[src/rtl/fifo_pkg.sv]
`default_nettype none
// ============================================================================
//  Module      : fifo_pkg
//  Description : Shared constants and helpers for the async FIFO read side.
//  Revision    : 1.0  initial release
// ============================================================================
package fifo_pkg;

  localparam int DATA_WIDTH_DEF = 8;
  localparam int PTR_WIDTH      = 2;
  localparam int OUT_DEPTH      = 3;

  // Advance a head/tail pointer around the 3-entry output buffer.
  function automatic logic [PTR_WIDTH-1:0] inc_mod3(input logic [PTR_WIDTH-1:0] ptr);
    return (ptr == PTR_WIDTH'(OUT_DEPTH - 1)) ? '0 : ptr + 1'b1;
  endfunction

endpackage
`default_nettype wire

[src/rtl/rd_out_buf.sv]
`default_nettype none
// ============================================================================
//  Module      : rd_out_buf
//  Description : 3-entry circular output buffer with head/tail/count.
//                Captures memory read data, presents the head word.
//  Revision    : 1.0  initial release
// ============================================================================
module rd_out_buf
  import fifo_pkg::*;
#(
  parameter int DATA_WIDTH = DATA_WIDTH_DEF
) (
  input  logic                  clk_r,
  input  logic                  arst,
  input  logic                  flush,
  input  logic                  capture,
  input  logic [DATA_WIDTH-1:0] wr_data,
  input  logic                  pop,
  output logic [DATA_WIDTH-1:0] m_data,
  output logic [1:0]            level
);

  logic [DATA_WIDTH-1:0] r_buf [OUT_DEPTH];
  logic [PTR_WIDTH-1:0]  r_head;
  logic [PTR_WIDTH-1:0]  r_tail;
  logic [1:0]            r_cnt;

  // Pointer and occupancy bookkeeping; flush empties the buffer logically.
  always_ff @(posedge clk_r or posedge arst) begin
    if (arst) begin
      r_head <= '0;
      r_tail <= '0;
      r_cnt  <= '0;
    end else if (flush) begin
      r_head <= '0;
      r_tail <= '0;
      r_cnt  <= '0;
    end else begin
      if (capture) r_tail <= inc_mod3(r_tail);
      if (pop)     r_head <= inc_mod3(r_head);
      r_cnt <= r_cnt + {1'b0, capture} - {1'b0, pop};
    end
  end

  // Word storage; stale contents survive flush since they are unreachable.
  always_ff @(posedge clk_r or posedge arst) begin
    if (arst) begin
      for (int i = 0; i < OUT_DEPTH; i++) r_buf[i] <= '0;
    end else if (capture && !flush) begin
      r_buf[r_tail] <= wr_data;
    end
  end

  assign m_data = r_buf[r_head];
  assign level  = r_cnt;

endmodule
`default_nettype wire

[src/rtl/fifo_rd_stage.sv]
`default_nettype none
// ============================================================================
//  Module      : fifo_rd_stage
//  Description : Read-side output stage of the async FIFO (clk_r domain).
//                Issues pops from registered state only and converts the
//                1-cycle-latency memory read into a valid/ready stream.
//  Revision    : 1.0  initial release
// ============================================================================
module fifo_rd_stage #(
  parameter int DATA_WIDTH = fifo_pkg::DATA_WIDTH_DEF,
  parameter int OUT_DEPTH  = fifo_pkg::OUT_DEPTH      // only 3 is supported
) (
  input  logic                  clk_r,
  input  logic                  arst,
  input  logic                  flush,
  input  logic                  empty,
  output logic                  r_en,
  input  logic [DATA_WIDTH-1:0] r_data,
  output logic                  m_valid,
  input  logic                  m_ready,
  output logic [DATA_WIDTH-1:0] m_data,
  output logic [1:0]            level
);
  import fifo_pkg::*;

  logic       r_pend;
  logic [1:0] w_level;
  logic [2:0] w_occ;
  logic       w_capture;
  logic       w_pop;

  // Buffered words plus the one in flight; pops stop once every slot is spoken for,
  // so m_ready never reaches r_en combinationally.
  assign w_occ     = {1'b0, w_level} + {2'b00, r_pend};
  assign r_en      = !arst && !flush && !empty && (w_occ < 3'(OUT_DEPTH));
  assign m_valid   = (w_level != 2'd0);
  assign level     = w_level;
  assign w_capture = r_pend && !flush;
  assign w_pop     = m_valid && m_ready;

  // A pop accepted this edge means memory data arrives next cycle.
  always_ff @(posedge clk_r or posedge arst) begin
    if (arst) r_pend <= 1'b0;
    else      r_pend <= r_en;
  end

  rd_out_buf #(
    .DATA_WIDTH (DATA_WIDTH)
  ) u_out_buf (
    .clk_r   (clk_r),
    .arst    (arst),
    .flush   (flush),
    .capture (w_capture),
    .wr_data (r_data),
    .pop     (w_pop),
    .m_data  (m_data),
    .level   (w_level)
  );

  a_no_overflow: assert property (@(posedge clk_r) disable iff (arst)
                                  w_occ <= 3'(OUT_DEPTH));

endmodule
`default_nettype wire

[config.mk]
export PLATFORM = sky130hd
export DESIGN_NAME = fifo_rd_stage
export DESIGN_NICKNAME = d
export VERILOG_FILES = /design/src/rtl/fifo_pkg.sv /design/src/rtl/rd_out_buf.sv /design/src/rtl/fifo_rd_stage.sv
export SDC_FILE = /design/constraint.sdc
export NUM_CORES = 1
export LEC_CHECK = 0
export BUFFER_PORTS_ARGS = -buffer_cell sky130_fd_sc_hd__buf_2
export CAP_MARGIN = 20
export CORE_MARGIN = 8
export CORE_UTILIZATION = 35
export CTS_CLUSTER_SIZE = 40
export DETAILED_ROUTE_END_ITERATION = 8
export HOLD_SLACK_MARGIN = 0.1
export SETUP_SLACK_MARGIN = 0.15
export SLEW_MARGIN = 20
export SYNTH_ARGS = -nofsm -noshare
export SYNTH_HDL_FRONTEND = slang
export SYNTH_SLANG_ARGS = --single-unit
[constraint.sdc]
create_clock -name clk_r -period 1.63 [get_ports clk_r]
set_clock_uncertainty 0.05 [all_clocks]
set_input_delay 0.326 -clock clk_r [delete_from_list [all_inputs] [get_ports clk_r]]
set_output_delay 0.326 -clock clk_r [all_outputs]
set_load 0.01 [all_outputs]
# [After elaboration in Yosys (flattened, before gate mapping)]
# Cells that the tools add are included.
[totals] rom_bits=0 wordCells=46 input_bits=13 regBits=31 mem_count=0 out_inout_bits=12 latchBits=0 mem_bits_rw=0
[op_classes] order_cmp=4 div_mod_pow=0 bitwise_logic=2 addsub=5 n_mux=13 shift=0 n_reduce_logical=13 n_eq_ne=2 multipliers=0
[ops] cell="24-bit bitwise mux" n=1
[ops] cell="8-bit 2-to-1 mux" n=3
[ops] cell="8-bit binary-select mux with 2-bit select" n=1
[ops] cell="8-bit demux with 2-bit select" n=1
[ops] cell="2-bit 2-to-1 mux" n=7
[ops] cell="1-bit logical AND" n=7
[ops] cell="3-bit greater-or-equal comparator, second input constant" n=2
[ops] cell="2-bit inverter with 3-bit output" n=2
[ops] cell="2-bit nonzero test" n=3
[ops] cell="2-bit by 1-bit adder with 2-bit output, second input constant" n=2
[ops] cell="2-bit equality test, second input constant" n=2
[ops] cell="2-bit by 1-bit adder with 3-bit output" n=1
[ops] cell="1-bit zero test" n=3
[ops] cell="3-bit by 1-bit less-than comparator with 1-bit output, second input constant" n=1
[ops] cell="3-bit by 2-bit less-than comparator with 1-bit output, second input constant" n=1
[ops] cell="2-bit by 1-bit adder with 2-bit output" n=1
[ops] cell="2-bit by 1-bit subtractor with 2-bit output" n=1

# [Logic depth before layout (Yosys ltp)]
# Gate-level depths: netlist of run 1.
[depth] word_depth=6 depth_mapped=7 depth_no_buf=6

# [Cells and area by module]
# From an unflattened synthesis of run 1, not the netlist that was laid out.
[unflattened] hier_cells=116 area_unflattened_um2=1503.9
[by_module_without_submodules] module="rd_out_buf" instances=1 area_per_inst_um2=1416.4 cells_each=107 seq_area_each_um2=750.7
[by_module_without_submodules] module="fifo_rd_stage" instances=1 area_per_inst_um2=87.6 cells_each=9 seq_area_each_um2=25.0

# [Worst setup path after synthesis of run 1]
# No wires, ideal clock.
[synth_path] path_type="reg-to-output" start="register u_out_buf.r_cnt[0], in the netlist u_out_buf.level[0]" end="output r_en" n_path_buf=0 path_stages_with_launch=5 t_required_ns=1.254 t_arrival_ns=1.429 slack_ns=-0.175 cell_sequence="dfrtp_1 -> ha_1 -> ha_1 -> or4_1 -> a21oi_1"
[synth_via] elab_chain_len=3
[synth_lines] element="start: declaration" line="rd_out_buf.sv:26" source="logic [1:0] r_cnt;"
[synth_lines] element="start signal: assignment" line="rd_out_buf.sv:41" source="r_cnt <= r_cnt + {1'b0, capture} - {1'b0, pop};"
[synth_lines] element="2-bit by 1-bit adder with 3-bit output" line="fifo_rd_stage.sv:34" source="assign w_occ = {1'b0, w_level} + {2'b00, r_pend};"
[synth_lines] element="3-bit by 2-bit less-than comparator with 1-bit output" line="fifo_rd_stage.sv:35" source="assign r_en = !arst && !flush && !empty && (w_occ < 3'(OUT_DEPTH));"
[synth_lines] element="1-bit logical AND" line="fifo_rd_stage.sv:35"
[synth_lines] element="end: declaration" line="fifo_rd_stage.sv:17" source="output logic r_en,"
# No other way between the ends.

# [Worst setup path in the final report of run 1]
[layout_path] start="register r_pend" end="output r_en"
[layout_via] elab_chain_len=3
[layout_lines] element="start: declaration" line="fifo_rd_stage.sv:26" source="logic r_pend;"
[layout_lines] element="start signal: assignment" line="fifo_rd_stage.sv:44" source="else r_pend <= r_en;"
[layout_lines] element="2-bit by 1-bit adder with 3-bit output" line="fifo_rd_stage.sv:34"
[layout_lines] element="3-bit by 2-bit less-than comparator with 1-bit output" line="fifo_rd_stage.sv:35"
[layout_lines] element="1-bit logical AND" line="fifo_rd_stage.sv:35"
# No other way between the ends.

==> metrics, run 1 <==
outcome=complete, but fails checks; failing checks=setup timing; commonest non-fill, non-tap cell in the layout=dfrtp_1; crit path kind=register to output port; R2R cell count=9; critical path fanouts, max=2; Starting Density=36.76%; Mapped Cells=approximately 110; Hold Path End=u_out_buf.r_buf[1]; initial antenna violation count=0; IO Pins=25; WHS Path Cells=2; Final Setup Violations=36; H-tree depth=2; CTS max path bufs=2; register area share after synthesis=a little over half; Layout Nets=180; DR vias=~1100; Fin. Hold Viols=0; Die Ht=just over 80 um; first-pass GRT wire length=5.582 mm; WP data arrival=~1.7 ns; actual slew at the worst max-slew pin=just over 0.4 ns; reg-to-reg slack, setup=-0.19 ns; Synth Net Count=125; # DRC=0; crit end category=output port; TritonCTS sink count=31; max_slew headroom=73.04%; FMAX=475.4 MHz; Routed Antenna Nets=0; crit path time final=2.103 ns; Worst Slack Setup Final=-0.4735 ns; drt first pass iters=4; 1st-iter DRT viols=31; Hold Path Class=input port to register; GRT Util Overall=between 10 and 15%; Tcrit/Tclk final=129.0%; Seq cells post-synth=31; Max Cap Violations=0; WP data required=roughly 1.3 ns; unrepaired setup endpoints after global routing=yes; Synth Cell Area=1491 um^2; Die ar.=between 6000 and 7000 um^2; Leakage=around 1.1 nW; largest net degree at the start of global routing=32; WHS=~0.25 ns; r2r endpoint=u_out_buf.level[1]; core area=slightly above 4000 um^2; vias in the first global route=around 1200; CTS Buf Count=5; min-delay src=r_data[1]; clk_lat worst skew=0.28 ns; Power Dens Cells=1233 nW/um^2; clock root cell=clkbuf_8; Peak VDD IR=between 0.0007 and 0.0008 V; FILL cells=approximately 350; commonest non-fill, non-tap cells in the layout=dfrtp_1 (30), buf_2 (22), buf_6 (15); area post-placement=around 1800 um^2; Pins Over Slew Limit=0; critical path launch point type=register; CTS clk-pin slew, worst paths=roughly 0.07 ns; worst r2r src=u_out_buf.level[0]; post-DP HPWL=around 2.4 mm; Die Width=81.28 um; Synth Area per Inst=13.81 um^2; CTS tree=yes; fin area=about 2200 um^2; remaining global-route overflow=0; DR vias/cell=5.075; Post-Route WL=about 3.5 mm; Rows=23; share of layout cells above drive strength 1=68.90%; Distinct cells, synth=24; routed len/inst=~16 um; gpl congestion=roughly 0.7; ANT cells=0; IO Port Bufs=24; Area Growth Syn to Fin=48.41%; Syn. warnings=0
## registers in the layout, summed over array words and instances, names as in the netlist
| signal | count |
|---|---|
| u_out_buf.r_head | 2 |
| u_out_buf.level | 2 |
| u_out_buf.r_buf | 24 |
| u_out_buf.r_tail | 2 |
| r_pend | 1 |
## metrics by stage
step | utilization, % | std cells | setup TNS (ns) | power (W) | setup WS [ns]
floorplan | - | 108 | -0.08839 | 0.001491 | -0.08839
global placement | 45.11 | 196 | -0.1076 | 0.001801 | -0.1076
detailed placement | 45.11 | 196 | -0.2032 | 0.001839 | -0.1878
CTS | 51.62 | 210 | -1.031 | 0.002629 | -0.4793
global route | 54.55 | 214 | -6.467 | 0.002889 | -0.5336
finish | 54.55 | 214 | -4.199 | 0.002729 | -0.4735
## kinds of logic after synthesis
group	share of synthesized area [%]
multiplexers	24.92
flip-flops	52.01
AND/OR/NAND/NOR	9.815
AO/OA/AOI/OAI	6.041
buffers and inverters	2.349
adder cells (fa/ha/maj)	3.356
XOR/XNOR	1.510
## how the worst max path moves through the flow
stage	from	to	slack [ns]	depth (start not counted)
after floorplan	u_out_buf.level[0]	r_en	-0.09	4
after global placement	r_pend	r_en	-0.11	5
after detailed placement	r_pend	r_en	-0.19	5
after CTS	u_out_buf.level[0]	r_en	-0.48	5
after global routing	r_pend	r_en	-0.53	5
final	r_pend	r_en	-0.47	5
## cells in the mapped netlist (all sizes together)
library cell  number  area share (%)
dfrtp             31              52
mux2              25              19
mux2i              9             6.0
o2bb2ai            7             4.1
buf                4             1.3
ha                 4             3.4
a21oi              3             1.0
nor2b              3             1.3
and4bb             2             1.7
clkbuf             2            0.50
inv                2            0.50
nand2b             2            0.84
or2b               2             1.0
or3b               2             1.2
nand2              1            0.25
nand3b             1            0.50
nor2               1            0.25
nor3               1            0.34
nor4b              1             1.6
o21a               1            0.50
o22ai              1            0.42
or2                1            0.42
or4                1            0.50
xnor3              1             1.5
## layer usage
metal  global-route usage, %  up-vias  part of all wire (%)
met5                       0        -                     0
met4                   4.643        0                   1.2
met3                   4.194        4                   5.9
met2                   18.30       23                    50
met1                   12.98      553                    43
li1                        -      506                     -
## area by class of cell
cell class / count / area, um^2 / share of cell area (%)
sequential: 31 / 777.0 / 35.10
clock buffer: 5 / 68.82 / 3.109
timing repair buffer: 54 / 434.2 / 19.62
inverter: 2 / 7.507 / 0.3392
clock inverter: 3 / 20.02 / 0.9045
tap: 50 / 62.56 / 2.826
multi-input combinational: 69 / 843.3 / 38.10
## critical path: stages, from the launching register on
cell and delay [ns]:
dfrtp_1 0.41, ha_2 0.18, ha_2 0.16, or4_4 0.43
a21oi_4 0.15, buf_6 0.12
## what timing repair did
action,CTS,global route
setup endpoints to repair,13,37
gates resized for setup,30,22
hold buffers,1,0
endpoints found under the hold margin,28,0
setup buffers,5,4
pin swaps,5,5
gates cloned,0,0
## power by group
part / leakage (nW) / switching, W / total, W / internal [W]
combinational: 0.604 / 0.000426 / 0.00111 / 0.000686
sequential: 0.408 / 0.000112 / 0.00102 / 0.000906
clock: 0.0402 / 0.000303 / 0.000599 / 0.000297
Power figures use the tool's default switching activity.
==> run 2, diff against run 1 <==
--- a/config.mk
+++ b/config.mk
@@ -5,9 +5,10 @@
 export SDC_FILE = /design/constraint.sdc
 export NUM_CORES = 1
 export LEC_CHECK = 0
+export ABC_AREA = 1
 export BUFFER_PORTS_ARGS = -buffer_cell sky130_fd_sc_hd__buf_2
 export CAP_MARGIN = 20
-export CORE_MARGIN = 8
+export CORE_MARGIN = 2
 export CORE_UTILIZATION = 35
 export CTS_CLUSTER_SIZE = 40
 export DETAILED_ROUTE_END_ITERATION = 8
==> run 2 against run 1 <==
  * The flow still finishes with violations (setup timing)
  * First-iteration DRC count is 32% higher
  * Combinational power is 8% higher
  * Design area up 1.7%
  * Non-clock buffer count down 13
  * Global-route usage rose by 3.1 points
  * Count of clock-buffer cells in the layout grew 3
  * Worst setup slack improved by 0.32 ns
  * Flip-flop and latch count unchanged
  * Clock power increased by 11%
  * Wire length fell by 1.5%
  * Maximum frequency rose by 18%
==> metrics, run 2 <==
end of the critical path=r_en; TritonCTS sink count=31; failing checks=setup timing; Primary FF master, synth=dfrtp_1; Tcrit/Tclk final=109.7%; Worst Slack Setup Final=-0.1585 ns; WP data required=between 1 and 1.5 ns; # DRC=0; Psw=about 0.00096 W; FILL cells=409; H-tree depth=2; actual slew at the worst max-slew pin=just under 0.4 ns; remaining global-route overflow=0; Final Setup Violations=9; DR vias=1229; clk_lat worst skew=roughly 0.28 ns; Die ar.=4966 um^2; CTS Buf Count=5; most frequent cells after synthesis=nand2_1 (52), dfrtp_1 (31), o21ai_2 (24); ANT cells=0; commonest non-fill, non-tap cell in the layout=nand2_1; CP startpoint=u_out_buf.level[0]; CTS tree=yes; GRT Util Overall=between 10% and 20%; area post-placement=approximately 1800 um^2; Die Width=~70 um; max_slew headroom=73.93%; WP data arrival=around 1.4 ns; Synth area leader=dfrtp_1; outcome=complete, but fails checks; core area=~4300 um^2; Setup Slack @ Placement=0.08458 ns; ranking of synthesized cells by area=dfrtp_1 (50%), o21ai_2 (14%), nand2_1 (13%); Placed Instances=roughly 250; Seq pwr share=between 30% and 40%; Routed Antenna Nets=0; 1st-iter DRT viols=between 40 and 50; post-DP HPWL=~2 mm; clock root cell=clkbuf_8; share of the synthesized area in the top cell type=~50%; Comb power frac=about two fifths; vias in the first global route=1162; Hold Path Class=input port to asynchronous set/reset pin; critical path fanouts, max=2; share of layout cells above drive strength 1=56.42%; Die Ht=between 70 and 80 um; R2R cell count=8; largest net degree at the start of global routing=32; switching portion of total power=between 30% and 40%; Post-synth EDFFs=0; register area share after synthesis=roughly half; routed len/inst=12.76 um; CTS max path bufs=2; asr flop ratio synth=100.0%; Peak VDD IR=roughly 0.00039 V; crit end category=output port; Synth Area per Inst=about 9.0 um^2; Clock power frac=a little under a quarter; r2r endpoint=u_out_buf.level[1]; DR vias/cell=between 4 and 5; critical path launch point type=register; Post-Route WL=3.446 mm; Synth Cell Area=between 1500 and 2000 um^2; crit path time final=1.788 ns; Int Pwr=0.001903 W; max FFs per register=24; reg-to-reg slack, setup=~0.15 ns; Pins Over Slew Limit=0; WHS=approximately 0.096 ns; Area Growth Syn to Fin=45.55%; Mapped Cells=roughly 170; unrepaired setup endpoints after global routing=yes; IO Port Bufs=24; top-count cell post-synth=nand2_1; FMAX=559.1 MHz; first-pass GRT wire length=5.430 mm; hold buffer count at CTS=0; fin area=around 2300 um^2; Biggest register=u_out_buf.r_buf; initial antenna violation count=0; Syn. warnings=0; worst r2r src=u_out_buf.level[0]; gpl congestion=approximately 0.76; Rows=24; Distinct cells, synth=14; IO Pins=25; Starting Density=between 30% and 40%; drt first pass iters=4; Fin. Hold Viols=0; Post-Layout Cell Count=270; CTS clk-pin slew, worst paths=0.07 ns; Leakage=1.162 nW; Seq cells post-synth=31; Layout Nets=between 200 and 250; commonest non-fill, non-tap cells in the layout=nand2_1 (35), dfrtp_1 (29), o21ai_2 (24); crit path kind=register to output port; Synth Net Count=189; Power Dens Cells=1271 nW/um^2; Max Cap Violations=0
## run 2: final cells by class
class                           instances  area (um^2)  area share [%]
Multi-Input combinational cell        116        864.6           38.41
Sequential cell                        31        778.2           34.57
Timing Repair Buffer                   41        354.1           15.73
Clock buffer                            8        100.1           4.447
Inverter                               22        88.84           3.947
Tap cell                               52        65.06           2.890
## run 2: power by group through the flow
stage                     logic (W)  clock network, W  registers [W]
after detailed placement   0.000680                 0       0.000974
after global placement     0.000674                 0       0.000970
after CTS                  0.000799          0.000682       0.000958
final                       0.00120          0.000664       0.000997
after global routing        0.00132          0.000708        0.00101
after floorplan            0.000417                 0       0.000967
## run 2: cell families after synthesis
kind of cell | share of synthesized area (%)
and+or+nand+nor | 23.87
DFF | 50.16
AOI/OAI and AO/OA | 15.21
buffers and inverters | 7.524
adders and majority gates | 3.236
## run 2: per-layer routing
| metal | vias to the layer above | track usage, % | wire length (um) |
|---|---|---|---|
| met1 | 566 | 19.12 | 1583 |
| met5 | - | 0 | 0 |
| li1 | 635 | - | - |
| met2 | 21 | 21.38 | 1687 |
| met3 | 7 | 3.752 | 120 |
| met4 | 0 | 7.051 | 56 |
## run 2: worst max-delay path, stage by stage (launching register included)
cell	delay, ns
dfrtp_1	0.40
ha_2	0.17
ha_2	0.15
nor2_1	0.07
nand3_1	0.08
a21oi_2	0.11
buf_2	0.14
## run 2: worst min-delay path by stage
stage	from	end	slack, ns	depth (start not counted)
floorplan	arst	r_pend	0.20	1
global placement	u_out_buf.r_buf[21]	u_out_buf.r_buf[21]	0.42	2
detailed placement	arst	r_pend	0.42	3
CTS	arst	r_pend	0.12	3
global route	arst	r_pend	0.14	3
finish	arst	r_pend	0.1	3
## run 2: timing repair
item	in CTS	in global routing
setup buffers	4	6
pin swaps	5	18
cloned	0	1
endpoints found under the setup margin	11	12
gates resized for setup	14	60
## run 2: through the flow
stage | total power, W | TNS [ns] | util (%)
2_1_floorplan | 0.001384 | 0 | -
3_3_place_gp | 0.001645 | 0 | 41.11
3_5_place_dp | 0.001654 | 0 | 41.11
4_1_cts | 0.002440 | -0.4445 | 45.37
5_1_grt | 0.003033 | -1.541 | 52.42
6_report | 0.002862 | -0.8926 | 52.42
